$ cat src/rtl/pipe_track.sv
// Pipeline stage tracker: follows IR/PC/valid through decode..writeback, resolves
// load-use hazards, flushes on control transfers and counts retired instructions.
module pipe_track #(
  parameter int unsigned     XLEN        = 32,
  parameter int unsigned     STAGES      = 4,
  parameter int unsigned     FLUSH_STAGE = 1,
  parameter logic [XLEN-1:0] NOP         = 32'h00000013
) (
  input  logic                     CLK,
  input  logic                     RST,
  input  logic [XLEN-1:0]          IF_IR,
  input  logic [XLEN-1:0]          IF_PC,
  input  logic                     IF_VALID,
  input  logic                     FREEZE,
  input  logic                     FLUSH,
  input  logic                     STALL_REQ,
  output logic [STAGES*XLEN-1:0]   STAGE_IR,
  output logic [STAGES*XLEN-1:0]   STAGE_PC,
  output logic [STAGES-1:0]        STAGE_VALID,
  output logic                     PC_WRITE,
  output logic                     HAZARD,
  output logic [31:0]              RETIRED
);

  localparam logic [6:0] OpLoad = 7'b0000011;

  logic [XLEN-1:0]   r_ir [STAGES];
  logic [XLEN-1:0]   r_pc [STAGES];
  logic [STAGES-1:0] r_valid;
  logic [31:0]       r_retired;

  logic [XLEN-1:0]   w_ir_d [STAGES];
  logic [XLEN-1:0]   w_pc_d [STAGES];
  logic [STAGES-1:0] w_valid_d;
  logic              w_hazard;
  logic              w_stall;
  logic [4:0]        w_ld_rd;

  // Load in stage 1 whose destination feeds a source of the instruction in stage 0
  always_comb begin
    w_ld_rd  = r_ir[1][11:7];
    w_hazard = ~RST & r_valid[0] & r_valid[1] & (r_ir[1][6:0] == OpLoad) &
               (w_ld_rd != 5'd0) &
               ((w_ld_rd == r_ir[0][19:15]) | (w_ld_rd == r_ir[0][24:20]));
    w_stall  = w_hazard | STALL_REQ;
  end

  // Fetch may move unless frozen, reset or stalled; a flush overrides the stall
  always_comb begin
    HAZARD   = w_hazard;
    PC_WRITE = ~RST & ~FREEZE & (FLUSH | ~w_stall);
  end

  // Next stage contents for an unfrozen edge: advance, then overlay flush or stall
  always_comb begin
    w_ir_d[0]    = IF_VALID ? IF_IR : NOP;
    w_pc_d[0]    = IF_VALID ? IF_PC : '0;
    w_valid_d[0] = IF_VALID;
    for (int unsigned k = 1; k < STAGES; k++) begin
      w_ir_d[k]    = r_ir[k-1];
      w_pc_d[k]    = r_pc[k-1];
      w_valid_d[k] = r_valid[k-1];
    end
    if (FLUSH) begin
      for (int unsigned k = 0; k <= FLUSH_STAGE; k++) begin
        w_ir_d[k]    = NOP;
        w_pc_d[k]    = '0;
        w_valid_d[k] = 1'b0;
      end
    end else if (w_stall) begin
      // Decode holds its instruction; a bubble goes down the pipe behind it
      w_ir_d[0]    = r_ir[0];
      w_pc_d[0]    = r_pc[0];
      w_valid_d[0] = r_valid[0];
      w_ir_d[1]    = NOP;
      w_pc_d[1]    = '0;
      w_valid_d[1] = 1'b0;
    end
  end

  // Stage registers and retire counter; FREEZE holds everything
  always_ff @(posedge CLK or posedge RST) begin
    if (RST) begin
      for (int unsigned k = 0; k < STAGES; k++) begin
        r_ir[k] <= NOP;
        r_pc[k] <= '0;
      end
      r_valid   <= '0;
      r_retired <= '0;
    end else if (!FREEZE) begin
      for (int unsigned k = 0; k < STAGES; k++) begin
        r_ir[k] <= w_ir_d[k];
        r_pc[k] <= w_pc_d[k];
      end
      r_valid <= w_valid_d;
      if (r_valid[STAGES-1]) begin
        r_retired <= r_retired + 32'd1;
      end
    end
  end

  // Pack per-stage state onto the flat output buses
  always_comb begin
    STAGE_IR = '0;
    STAGE_PC = '0;
    for (int unsigned k = 0; k < STAGES; k++) begin
      STAGE_IR[k*XLEN +: XLEN] = r_ir[k];
      STAGE_PC[k*XLEN +: XLEN] = r_pc[k];
    end
    STAGE_VALID = r_valid;
    RETIRED     = r_retired;
  end

endmodule

$ cat config.mk
export PLATFORM = sky130hd
export DESIGN_NAME = pipe_track
export DESIGN_NICKNAME = d
export VERILOG_FILES = /design/src/rtl/pipe_track.sv
export SDC_FILE = /design/constraint.sdc
export NUM_CORES = 1
export LEC_CHECK = 0
export CAP_MARGIN = 0
export CORE_UTILIZATION = 40
export CTS_BUF_LIST = sky130_fd_sc_hd__clkbuf_4 sky130_fd_sc_hd__clkbuf_8
export CTS_CLUSTER_DIAMETER = 80
export DETAILED_ROUTE_END_ITERATION = 12
export PLACE_DENSITY = 0.75
export SLEW_MARGIN = 0
export SYNTH_ARGS = -nofsm -noshare
export SYNTH_HDL_FRONTEND = slang
export SYNTH_SLANG_ARGS = --single-unit
$ cat constraint.sdc
create_clock -name CLK -period 31.3 [get_ports CLK]
set_input_delay 6.26 -clock CLK [delete_from_list [all_inputs] [get_ports CLK]]
set_output_delay 6.26 -clock CLK [all_outputs]
set_load 0.02 [all_outputs]
# Word level (Yosys, flattened, before mapping)
# Index checks and enable logic that the tools add are counted.
# Widths: inputs -> output; s select.
# totals
output_inout_bits	294
inputBits	70
ff_bits	292
# op_classes
n_reduce_logical	3
addsub	1
bitwise	13
n_eq_ne	4
mux	8
# op_table
cell	n
$mux 64	4
$mux 32	2
$add 32x1->32 const B	1
$eq 5x5->1	2
$and 1x1->1	7
$eq 7x2->1 const B	1
$reduce_bool 5->1	1
$mux 2	2
$reduce_and 2->1	2
$not 1->1	3
$or 1x1->1	3
$ne 2x2->1 const B	1

# Longest topological paths before layout
# logic_depth
depth_word	10
ltp_mapped	7
ltp_nobuf	5

# Worst setup path before layout
# No wires, ideal clock.
# synth_path
kind	input -> output
startpoint	in FREEZE
endpoint	out PC_WRITE
slack_ps	17563
cell_stages	4
arrival_ps	7477
cell_sequence	clkbuf_1 > clkbuf_1 > clkbuf_1 > o32ai_1
# synth_between
elab_chain_len	3
# synth_lines
element	line_no	text
start, declared	14	input logic FREEZE,
$not 1->1 (no source line)	n/a	
$and 1x1->1 (2 in series)	51	PC_WRITE = ~RST & ~FREEZE & (FLUSH | ~w_stall);
end, declared	20	output logic PC_WRITE,
# Every way passes these cells.

# Final worst setup path
# layout_path
startpoint	in RST
endpoint	out PC_WRITE
# layout_between
elab_chain_len	10
elab_cells_between_ends	11
classes_between	11 x bitwise
# layout_lines
element	line_no	text
start, declared	10	input logic RST,
$not 1->1 (*)	42, 51	
$and 1x1->1 (4 in series)	42	w_hazard = ~RST & r_valid[0] & r_valid[1] & (r_ir[1][6:0] == OpLoad) &
$and 1x1->1	43	(w_ld_rd != 5'd0) &
$or 1x1->1	45	w_stall = w_hazard | STALL_REQ;
$not 1->1	51	
$or 1x1->1	51	
$and 1x1->1 (*)	51	
# Mark *: on every way between the ends. The rest lies on a longest branch, timed or not.

==> flow_summary.json <==
{
  "number_of_cts_inserted_buffers": 52,
  "cts_setup_buffers": 0,
  "synth_top_cell_area_share_pct": 58.5,
  "place_congestion": 0.851,
  "critical_path.most_common_cell": "clkdlybuf4s50_1",
  "final_global_route_overflow_total": 0,
  "initial_utilization_pct": 40.6,
  "syn-instance-count": 857,
  "timing.final.hold_violations": 0,
  "drt_drc_violations_left": 0,
  "timing.final.max_slew_violations": 0,
  "totalNegativeSetupSlack_ns": 0,
  "synth.net_count": 928,
  "clock_insertion_delay_worst_skew_ns": 0.55,
  "share_of_the_synthesized_area_in_compound_gates_ao_oa_aoi_oai_pct": 10.1,
  "synth_cell_type_count": 36,
  "antenna-diode-count": 0,
  "ant_nets": 0,
  "first_pass_grt_wire_length_mm": 47.4,
  "slowest_delay_ns": 0.57,
  "post_synth_main_area_contributors": "dfrtp_1, mux2_2, a22o_1",
  "dpl.cell_count": 1441,
  "row_count": 63,
  "final_core_area_utilization_pct": 54.7,
  "cap_violations": 0,
  "number_of_clock_sinks": 292,
  "detail_route.wirelength_mm": 30.3,
  "grt_pass1_vias": 7965,
  "synth_top_cell_by_area": "dfrtp_1",
  "yosys.cell_count.top_type": "dfrtp_1",
  "critical_path.cell_chain": "clkdlybuf4s50_1, nor4bb_1, and4_1, o21ai_0, nor2_1, o32ai_1, clkdlybuf4s50_1",
  "synth_area_sq_mm": 0.0120,
  "post_synth_xor_xnor_area_pct": 3.00,
  "yosys.area_share.simple_pct": 3.05,
  "cts_hold_buffers": 0,
  "synth_mux_area_share_pct": 12.3,
  "p_per_area_mw_per_mm2": 53.7,
  "register_clock_pin_slew_on_the_reported_worst_setup_and_hold_paths_ns": 0.06,
  "cts_root_cell": "clkbuf_8",
  "grt_setup_unrepaired": "false",
  "initial_antenna_violation_count": 0,
  "die_height_microns": 175,
  "total_leakage_power_nw": 7.39,
  "setup_viol_count_final": 0,
  "yosysSeqAreaShare_pct": 61.1,
  "grt_util_all_layers_pct": 19.8,
  "synth_top_family_by_area": "multiplexers",
  "setup.worst_path.start_class": "primary input",
  "synthAdderAreaFrac_pct": 0.104,
  "outcome": "complete, no violations",
  "avgViaCountPerCell": 5.01,
  "cts_tree": "done",
  "synth_enable_flop_cells": 0,
  "critical_path.top_delay_family": "buffers and inverters",
  "critical_path_s_slowest_cell": "clkdlybuf4s50_1",
  "fill_cells": 2500,
  "timing.setup.critical_path_class": "in -> out",
  "firstDrtPassIters": 4,
  "min_period_over_period_pct": 47.0,
  "yosys_warnings": 0,
  "worst_setup_path_end_kind": "primary output",
  "fp.dieW_microns": 175,
  "min-delay-path-class": "reg -> reg",
  "final_nets": 1176,
  "core-area_sq_mm": 0.0296,
  "flip_flop_and_latch_count_after_synthesis": 292,
  "slew_headroom_pct": 24.6,
  "max_slew.worst_pin.slew_ns": 1.13,
  "required_ns": 25.04,
  "synth_common_cells": "dfrtp_1, buf_4, mux2_2",
  "post_layout_nonfiller_instances": 1534,
  "max_freq_mhz": 68.0,
  "area_enclosed_by_the_die_boundary_sq_mm": 0.0307,
  "cp_max_fo": 4,
  "ir_drop_worst_case_vdd_mv": 0.0286,
  "resize_count_post_cts": 0,
  "period_minus_slack_ns": 14.70,
  "fraction_of_synthesis_flops_using_an_asynchronous_set_or_reset_pin_pct": 100,
  "crit_buf_inv": 2,
  "syn-mean-instance-area_sq_um": 14.0,
  "dpl.hpwl_mm": 19.9,
  "synth-main-ff-cell": "dfrtp_1",
  "initialDrtViolationCount": 364,
  "routed-via-count": 7690,
  "layout_cells_sized_above_1_pct": 21.7,
  "largest_net_degree_at_the_start_of_global_routing": 195,
  "h-tree-depth": 2,
  "skew_ns": 0.0262,
  "cts_max_path_buffers": 3,
  "cp.arrival_ns": 8.44,
  "i_o_pins": 364,
  "synth_to_final_area_change_pct": 34.8,
  "io_buffers": 363,
  "route.detailed.wl_per_inst_microns": 19.7
}
final cells by class:
type | count | area (sq um) | area share (%)
Tap cell | 390 | 488 | 3.02
Clock inverter | 5 | 52.6 | 0.325
Clock buffer | 88 | 1120 | 6.91
Multi-Input combinational cell | 380 | 3440 | 21.3
Timing Repair Buffer | 369 | 3690 | 22.8
Sequential cell | 292 | 7320 | 45.3
Inverter | 10 | 45.0 | 0.279
registers in the layout, indices dropped and copies added, names as in the netlist:
name,cells
STAGE_IR,128
STAGE_PC,128
RETIRED,32
STAGE_VALID,4
layer usage:
layer	vias to the layer above	track usage [%]	wire (microns)
met5	-	0	0
met3	72	4.79	1820
li1	3444	-	-
met2	280	31.1	14500
met4	0	8.30	1090
met1	3894	26.3	12900
final timing paths:
kind	start	end	slack (ns)	cells after the start
max	RST	PC_WRITE	16.60	7
min	RETIRED[31]$_DFFE_PP0P_	RETIRED[31]$_DFFE_PP0P_	0.47	1
max reg2reg	STAGE_IR[34]$_DFFE_PP0N_	STAGE_PC[21]$_DFFE_PP0P_	28.40	6
min reg2reg	RETIRED[31]$_DFFE_PP0P_	RETIRED[31]$_DFFE_PP0P_	0.47	1
max in group asynchronous	RST	STAGE_IR[26]$_DFFE_PP0P_	23.34	3
min in group asynchronous	RST	STAGE_IR[112]$_DFFE_PP0N_	6.29	2
metrics by stage:
| step | area, sq um | total power [mW] | hold WS (ns) | setup slack [ns] |
|---|---|---|---|---|
| 3_3_place_gp | 15000 | 0.489 | 0.460 | 16.64 |
| 5_1_grt | 16200 | 0.904 | 0.505 | 16.47 |
| 3_5_place_dp | 15000 | 0.491 | 0.466 | 16.63 |
| 4_1_cts | 16200 | 0.879 | 0.474 | 16.62 |
| 2_1_floorplan | 12000 | 0.452 | 0.493 | 17.00 |
| 6_report | 16200 | 0.868 | 0.471 | 16.60 |
layout by cell type (no fill, tap or decap), drive strengths merged, types with 2 or more instances in the layout:
cell type	n
nand4	8
a21oi	4
and3	7
clkdlybuf4s50	362
mux2	131
and4	3
a22oi	3
dfstp	12
xor2	6
nand2	12
a22o	123
nor2	9
nor2b	4
clkinv	3
xnor2	35
dfrtp	280
nand3	17
inv	10
buf	7
or4	2
nor4	2
clkbuf	88
where the power goes:
| part | switching (mW) | total (mW) | internal [mW] |
|---|---|---|---|
| clock | 0.153 | 0.384 | 0.232 |
| sequential | 0.0105 | 0.400 | 0.389 |
| combinational | 0.0440 | 0.0835 | 0.0394 |
cells by family after synthesis:
kind of cell	count (synthesis)
AO/OA/AOI/OAI	139
adder cells (fa/ha/maj)	1
buffers and inverters	185
multiplexers	131
XOR/XNOR	41
flip-flops	292
AND/OR/NAND/NOR	68
Power figures use the tool's default switching activity.
